$ cat src/rtl/cpu_pkg.sv
// Shared definitions for the Hack CPU: word widths, instruction field
// positions and the ALU control bundle carried in a C-instruction.
package cpu_pkg;

    // Data/instruction word width and address width, fixed by the Hack ISA.
    localparam int WIDTH      = 16;
    localparam int ADDR_WIDTH = 15;

    // Instruction bit positions.
    localparam int I_TYPE = 15;
    localparam int I_A    = 12;
    localparam int I_C_HI = 11;
    localparam int I_C_LO = 6;
    localparam int I_D1   = 5;
    localparam int I_D2   = 4;
    localparam int I_D3   = 3;
    localparam int I_J1   = 2;
    localparam int I_J2   = 1;
    localparam int I_J3   = 0;

    // ALU control bits in instruction order [11:6].
    typedef struct packed {
        logic zx;
        logic nx;
        logic zy;
        logic ny;
        logic f;
        logic no;
    } alu_ctrl_t;

endpackage

$ cat src/rtl/cpu_alu.sv
// Hack ALU: optional zero/negate of each operand, add or AND, optional
// negate of the result, plus zero and negative flags.
module cpu_alu
    import cpu_pkg::*;
(
    input  logic [WIDTH-1:0] x,
    input  logic [WIDTH-1:0] y,
    input  logic             zx,
    input  logic             nx,
    input  logic             zy,
    input  logic             ny,
    input  logic             f,
    input  logic             no,
    output logic [WIDTH-1:0] out,
    output logic             zr,
    output logic             ng
);

    logic [WIDTH-1:0] x_z, x_n, y_z, y_n, res;

    // Operand conditioning, function select and output negation.
    // NOTE: every variable is assigned on every path through this block, so
    // no latch can be inferred.
    always_comb begin
        x_z = zx ? '0 : x;
        x_n = nx ? ~x_z : x_z;
        y_z = zy ? '0 : y;
        y_n = ny ? ~y_z : y_z;
        res = f ? (x_n + y_n) : (x_n & y_n);
        out = no ? ~res : res;
        zr  = (out == '0);
        ng  = out[WIDTH-1];
    end

endmodule

$ cat src/rtl/cpu.sv
// Single-cycle Hack CPU: holds A, D and pc, executes one instruction per
// clock and drives the data RAM through out_m / write_m / address_m.
module cpu
    import cpu_pkg::*;
(
    input  logic                  clk,
    input  logic                  reset,
    input  logic [WIDTH-1:0]      in_m,
    input  logic [WIDTH-1:0]      instruction,
    output logic [WIDTH-1:0]      out_m,
    output logic                  write_m,
    output logic [ADDR_WIDTH-1:0] address_m,
    output logic [ADDR_WIDTH-1:0] pc
);

    logic [WIDTH-1:0]      a_reg;
    logic [WIDTH-1:0]      d_reg;
    logic [ADDR_WIDTH-1:0] pc_reg;
    logic [ADDR_WIDTH-1:0] pc_next;
    logic [WIDTH-1:0]      y_sel;
    logic [WIDTH-1:0]      alu_out;
    logic                  alu_zr;
    logic                  alu_ng;
    logic                  is_c;
    logic                  jump;
    alu_ctrl_t             ctrl;
    logic                  unused_bits;

    assign is_c        = instruction[I_TYPE];
    assign ctrl        = instruction[I_C_HI:I_C_LO];
    // Bits [14:13] of a C-instruction carry no meaning.
    assign unused_bits = ^instruction[14:13];

    // y operand: RAM value when the a-bit is set, otherwise A.
    assign y_sel = instruction[I_A] ? in_m : a_reg;

    cpu_alu u_alu (
        .x   (d_reg),
        .y   (y_sel),
        .zx  (ctrl.zx),
        .nx  (ctrl.nx),
        .zy  (ctrl.zy),
        .ny  (ctrl.ny),
        .f   (ctrl.f),
        .no  (ctrl.no),
        .out (alu_out),
        .zr  (alu_zr),
        .ng  (alu_ng)
    );

    assign jump = is_c & ((instruction[I_J1] & alu_ng)
                        | (instruction[I_J2] & alu_zr)
                        | (instruction[I_J3] & ~alu_ng & ~alu_zr));

    // Next fetch address: reset wins, then a taken jump to the old A, else
    // sequential with natural wrap at the top of the address space.
    always_comb begin
        pc_next = pc_reg + {{(ADDR_WIDTH-1){1'b0}}, 1'b1};
        if (reset) begin
            pc_next = '0;
        end else if (jump) begin
            pc_next = a_reg[ADDR_WIDTH-1:0];
        end
    end

    // Architectural state: A, D and pc, cleared synchronously on reset.
    // NOTE: non-blocking assignments so every register samples the pre-edge
    // values; a jump therefore sees the old A even when A is also written.
    always_ff @(posedge clk) begin
        if (reset) begin
            a_reg  <= '0;
            d_reg  <= '0;
            pc_reg <= '0;
        end else begin
            if (!is_c) begin
                a_reg <= instruction;
            end else if (instruction[I_D1]) begin
                a_reg <= alu_out;
            end
            if (is_c && instruction[I_D2]) begin
                d_reg <= alu_out;
            end
            pc_reg <= pc_next;
        end
    end

    assign out_m     = alu_out;
    assign write_m   = is_c & instruction[I_D3] & ~reset;
    assign address_m = a_reg[ADDR_WIDTH-1:0];
    assign pc        = pc_reg;

endmodule

$ cat config.mk
export PLATFORM = sky130hd
export DESIGN_NAME = cpu
export DESIGN_NICKNAME = d
export VERILOG_FILES = /design/src/rtl/cpu_pkg.sv /design/src/rtl/cpu_alu.sv /design/src/rtl/cpu.sv
export SDC_FILE = /design/constraint.sdc
export NUM_CORES = 1
export LEC_CHECK = 0
export BUFFER_PORTS_ARGS = -buffer_cell sky130_fd_sc_hd__buf_2
export CAP_MARGIN = 25
export CORE_UTILIZATION = 45
export CTS_CLUSTER_DIAMETER = 100
export DETAILED_ROUTE_END_ITERATION = 6
export HOLD_SLACK_MARGIN = 0.02
export PLACE_DENSITY_LB_ADDON = 0.08
export SLEW_MARGIN = 15
export SYNTH_ARGS = -nofsm -noshare
export SYNTH_HDL_FRONTEND = slang
export SYNTH_SLANG_ARGS = --single-unit
$ cat constraint.sdc
create_clock -name clk -period 8.3 [get_ports clk]
set_input_delay 1.66 -clock clk [delete_from_list [all_inputs] [get_ports clk]]
set_output_delay 1.66 -clock clk [all_outputs]
set_load 0.1 [all_outputs]
# Word level (Yosys, flattened, before mapping)
# Cells that the tools add are included.
[op_classes]
addsub = 2
n_eq_ne = 1
mux = 10
n_bitwise = 17
reduce_logical = 3
[op_table]
columns = ["op", "count"]
rows = [
  ["two-way mux 16 bit", 7],
  ["inverter 16 bit", 3],
  ["two-way mux 15 bit", 3],
  ["adder 16 bit", 1],
  ["bitwise AND 16 bit", 1],
  ["zero test 16 bit", 1],
  ["adder 15 x 1 -> 15 bit, second input constant", 1],
  ["bitwise AND 1 bit", 7],
  ["inverter 1 bit", 4],
  ["!= test 2 bit, second input constant", 1],
  ["OR 1 bit", 2],
  ["OR reduction 2 bit", 1],
  ["logical AND 1 bit", 1],
]
[word_totals]
ff_bits = 47
in_bits = 34

# Longest topological paths before layout
[depth]
depth_word = 14
ltp_mapped = 18
depth_no_buf = 14

# By module
# From an unflattened synthesis, not the netlist that was laid out.
[unflattened]
cells_unflattened = 524
area_unflattened_um2 = 4204.0
[by_module_without_submodules]
columns = ["mod", "n_inst", "cells_per_inst", "area_each_um2", "seq_area_each_um2"]
rows = [
  ["cpu", 1, 265, 2363.5, 940.9],
  ["cpu_alu", 1, 259, 1840.5, 0.0],
]

# Worst setup path before layout
# No wires, ideal clock.
[synth_path]
path_type = "input port to output port"
startpoint = "input instruction[12]"
endpoint = "output out_m[13]"
arrival_time_ns = 6.104
required_ns = 6.640
path_slack_ns = 0.536
cell_stages = 14
cell_sequence = "clkbuf_1 -> clkbuf_1 -> mux2i_1 -> nor2_1 -> xor2_1 -> ha_1 -> clkbuf_1 -> nand4_1 -> o221a_2 -> o31a_1 -> o21ai_1 -> xor2_1 -> mux2i_1 -> xnor2_1"
[synth_between]
elab_chain_cells = 8
[synth_rtl]
columns = ["item", "line_no", "source"]
rows = [
  ["from (decl)", "cpu.sv:9", "input logic [WIDTH-1:0] instruction,"],
  ["two-way mux 16 bit *", "cpu.sv:35", "assign y_sel = instruction[I_A] ? in_m : a_reg;"],
  ["two-way mux 16 bit *", "cpu_alu.sv:27", "y_z = zy ? '0 : y;"],
  ["inverter 16 bit", "cpu_alu.sv:28", "y_n = ny ? ~y_z : y_z;"],
  ["two-way mux 16 bit *", "cpu_alu.sv:28", ""],
  ["adder 16 bit or bitwise AND 16 bit (tied branches)", "cpu_alu.sv:29", "res = f ? (x_n + y_n) : (x_n & y_n);"],
  ["two-way mux 16 bit *", "cpu_alu.sv:29", ""],
  ["inverter 16 bit", "cpu_alu.sv:30", "out = no ? ~res : res;"],
  ["two-way mux 16 bit *", "cpu_alu.sv:30", ""],
  ["to (decl)", "cpu.sv:10", "output logic [WIDTH-1:0] out_m,"],
]
# Mark *: on every way between the ends. The rest lies on a longest branch, timed or not.

# Final worst setup path
[layout_path]
startpoint = "input instruction[12]"
endpoint = "output out_m[14]"
# Same word-level chain as after synthesis.

==> run_results.csv <==
group,metric,value,unit
outcome,status,"complete, no violations",
pwr,power_frac_seq,0.242,
detailed_routing,vias,4296,
finish,fillers,1008,
synth,ys_seq_area_frac,0.203,
critical_path,rrSetupSlack,3.85,ns
timing,slew-limit-headroom,0.385,
timing,slew_viol_final,0,
grt,grt_overflow,0,
detailed_routing,met1Wirelength,5800,um
detailed_routing,top_layer,"met4",
synth,syn-cell-area,4640,um2
die,core_area,9860,um2
die,die_area,10700,um2
timing,fin_skew,0.00996,ns
die,start_util,0.470,
pwr,clock_power_share,0.132,
die,die_y,104,um
cts,cts_htree_levels,2,
grt,grt_antenna_before_repair,0,
synth,yosys_warnings,0,
synth,ys_async_sr_fraction,0,
placed_design,gp_congestion,0.870,
critical_path,arrival,5.17,ns
synth,synth_nets,619,
die,rows,36,
detailed_routing,via_per_inst,5.90,
timing,rsz0062_at_grt,"false",
finish,area_delta_synth_final,6.90,%
timing,final.setup.tns,0,ns
finish,antenna_cells,0,
cts,ctsHoldBuffers,0,
synth,synth_most_common_cell,"nand2_1",
synth,ys_top_cells_by_area,"dfxtp_1, mux2i_1, xnor2_1",
pwr,p_per_area,230,nW/um2
cts,cts.clk_slew.worst_paths,0.09,ns
timing,period_share,0.823,
cts,clock_latency,0.31,ns
critical_path,worst_setup_path_start_kind,"input port",
detailed_routing,first_pass_iters,5,
synth,synth_cell_type_count,68,
detailed_routing,ant_nets,0,
cts,clockBufferDepth,2,
timing,worst_slack,1.47,ns
timing,tightest_slew,0.921,ns
grt,grt_pass1_vias,3987,
timing,final_hold_viol_count,0,
placed_design,placedCellCount,720,
synth,syn_inst,567,
placed_design,portBuffers,80,
pwr,p_leak,2.03,nW
pwr,combPwrFrac,0.626,
pwr,ir_worst_vdd,0.150,mV
detailed_routing,drc,0,
cts,cts.sinks,47,
run,drv_cap,0,
finish,layout.nets,646,
placed_design,place_hpwl,9140,um
placed_design,dp_slack,1.51,ns
finish,fin_cells,728,
min_path,hp-class,"flop to flop",
critical_path,critPathKind,"input port to output pin",
detailed_routing,wl_met3,552,um
synth,yosys.area.top_type,"dfxtp_1",
cts,cts_buffers,5,
finish,drive_above_1_share,0.215,
synth,synth_top_area_share,0.203,
synth,avgSynthCellArea,8.18,um2
synth,synth-edff-count,0,
cts,cts_tree,"done",
detailed_routing,drt-initial-drc-count,239,
synth,netlist_top_cells_count,"nand2_1, nor2_1, dfxtp_1, mux2i_1",
die,die_w,104,um
detailed_routing,wirelength,12500,um
die,io_pins,81,
pwr,switchingPower,0.645,mW
timing,setup_viol,0,
critical_path,end_kind,"output pin",
synth,synth_ff_type,"dfxtp_1",
synth,ys_ff_latch,47,
critical_path,worst-path-max-fanout,17,
timing,fmax,146,MHz
detailed_routing,wl_met2,5990,um
pwr,power.internal,0.494,mW
grt,grt_max_degree,50,
timing,period_needed,6.83,ns
cts,post_cts_buffers,0,
cts,cts-root-buf,"clkbuf_8",
cts,post_cts_resized,0,
finish,final_core_util,0.503,
pwr,p_sw_frac,0.566,
critical_path,cp_data_required_time,6.64,ns
grt,grtUsageTotal,0.233,
detailed_routing,avgRoutedWirePerCell,17.2,um
timing,whs,0.459,ns
grt,grt_pass1_wl,20500,um
kinds of logic after synthesis:
kind of cell | share of synthesized area
and+or+nand+nor | 0.257
AOI/OAI and AO/OA | 0.220
buffers and inverters | 0.0812
xor gates and xnor gates | 0.111
DFF | 0.203
muxes | 0.0779
adders and majority gates | 0.0501
worst max-delay path, cell delays in order:
cell and delay (ns):
buf_2 0.41, mux2i_1 0.26, nor2_1 0.07, xor2_1 0.16, ha_1 0.28, fa_1 0.44
a211oi_2 0.30, o21a_2 0.24, o22ai_1 0.10, or3_1 0.35, a31oi_1 0.20, xnor2_1 0.13
inv_1 0.13, buf_2 0.44
layout make-up:
cell class / instances / area [um2] / share of cell area
Clock inverter: 3 / 22.5 / 0.00454
Sequential cell: 47 / 941 / 0.190
Timing Repair Buffer: 82 / 415 / 0.0837
Multi-Input combinational cell: 453 / 3330 / 0.671
Inverter: 5 / 18.8 / 0.00378
Clock buffer: 5 / 68.8 / 0.0139
Tap cell: 133 / 166 / 0.0335
per-stage QoR:
| step | power (mW) | cell area [um2] |
|---|---|---|
| after floorplan | 0.891 | 4640 |
| after global placement | 0.986 | 4870 |
| after detailed placement | 0.993 | 4870 |
| after CTS | 1.15 | 4960 |
| after global routing | 1.20 | 4960 |
| final | 1.14 | 4960 |
worst paths after layout:
path              startpoint   endpoint  cells after the start
max          instruction[12]  out_m[14]                     14
min                d_reg[11]  d_reg[11]                      2
max reg2reg         a_reg[0]      pc[6]                     14
min reg2reg        d_reg[11]  d_reg[11]                      2
per-layer routing:
layer | global-route usage | vias to the layer above
met5 | 0 | -
met4 | 0.0414 | 0
met3 | 0.0283 | 14
met2 | 0.403 | 127
met1 | 0.312 | 2067
li1 | - | 2088
cells in the final DEF (no fill, tap or decap), drive strengths merged, types with 5 or more instances in the layout:
master,n
and3,7
nand2,52
o21ai,10
clkbuf,5
nand3,16
a21oi,34
dfxtp,47
nor2,48
xor2,26
nand2b,24
ha,17
nor3,8
o211ai,11
nor3b,15
o31a,5
a211oi,18
nand4,20
and2,5
xnor2,33
inv,7
buf,82
mux2i,35
a21o,5
a31oi,19
power groups by stage:
stage          combinational [mW]  clock, mW  sequential (mW)
2_1_floorplan               0.535          0            0.356
3_3_place_gp                0.705          0            0.281
3_5_place_dp                0.712          0            0.281
4_1_cts                     0.714      0.156            0.276
5_1_grt                     0.757      0.164            0.279
6_report                    0.714      0.150            0.276
Note: power is estimated with default switching activity, not from simulation.
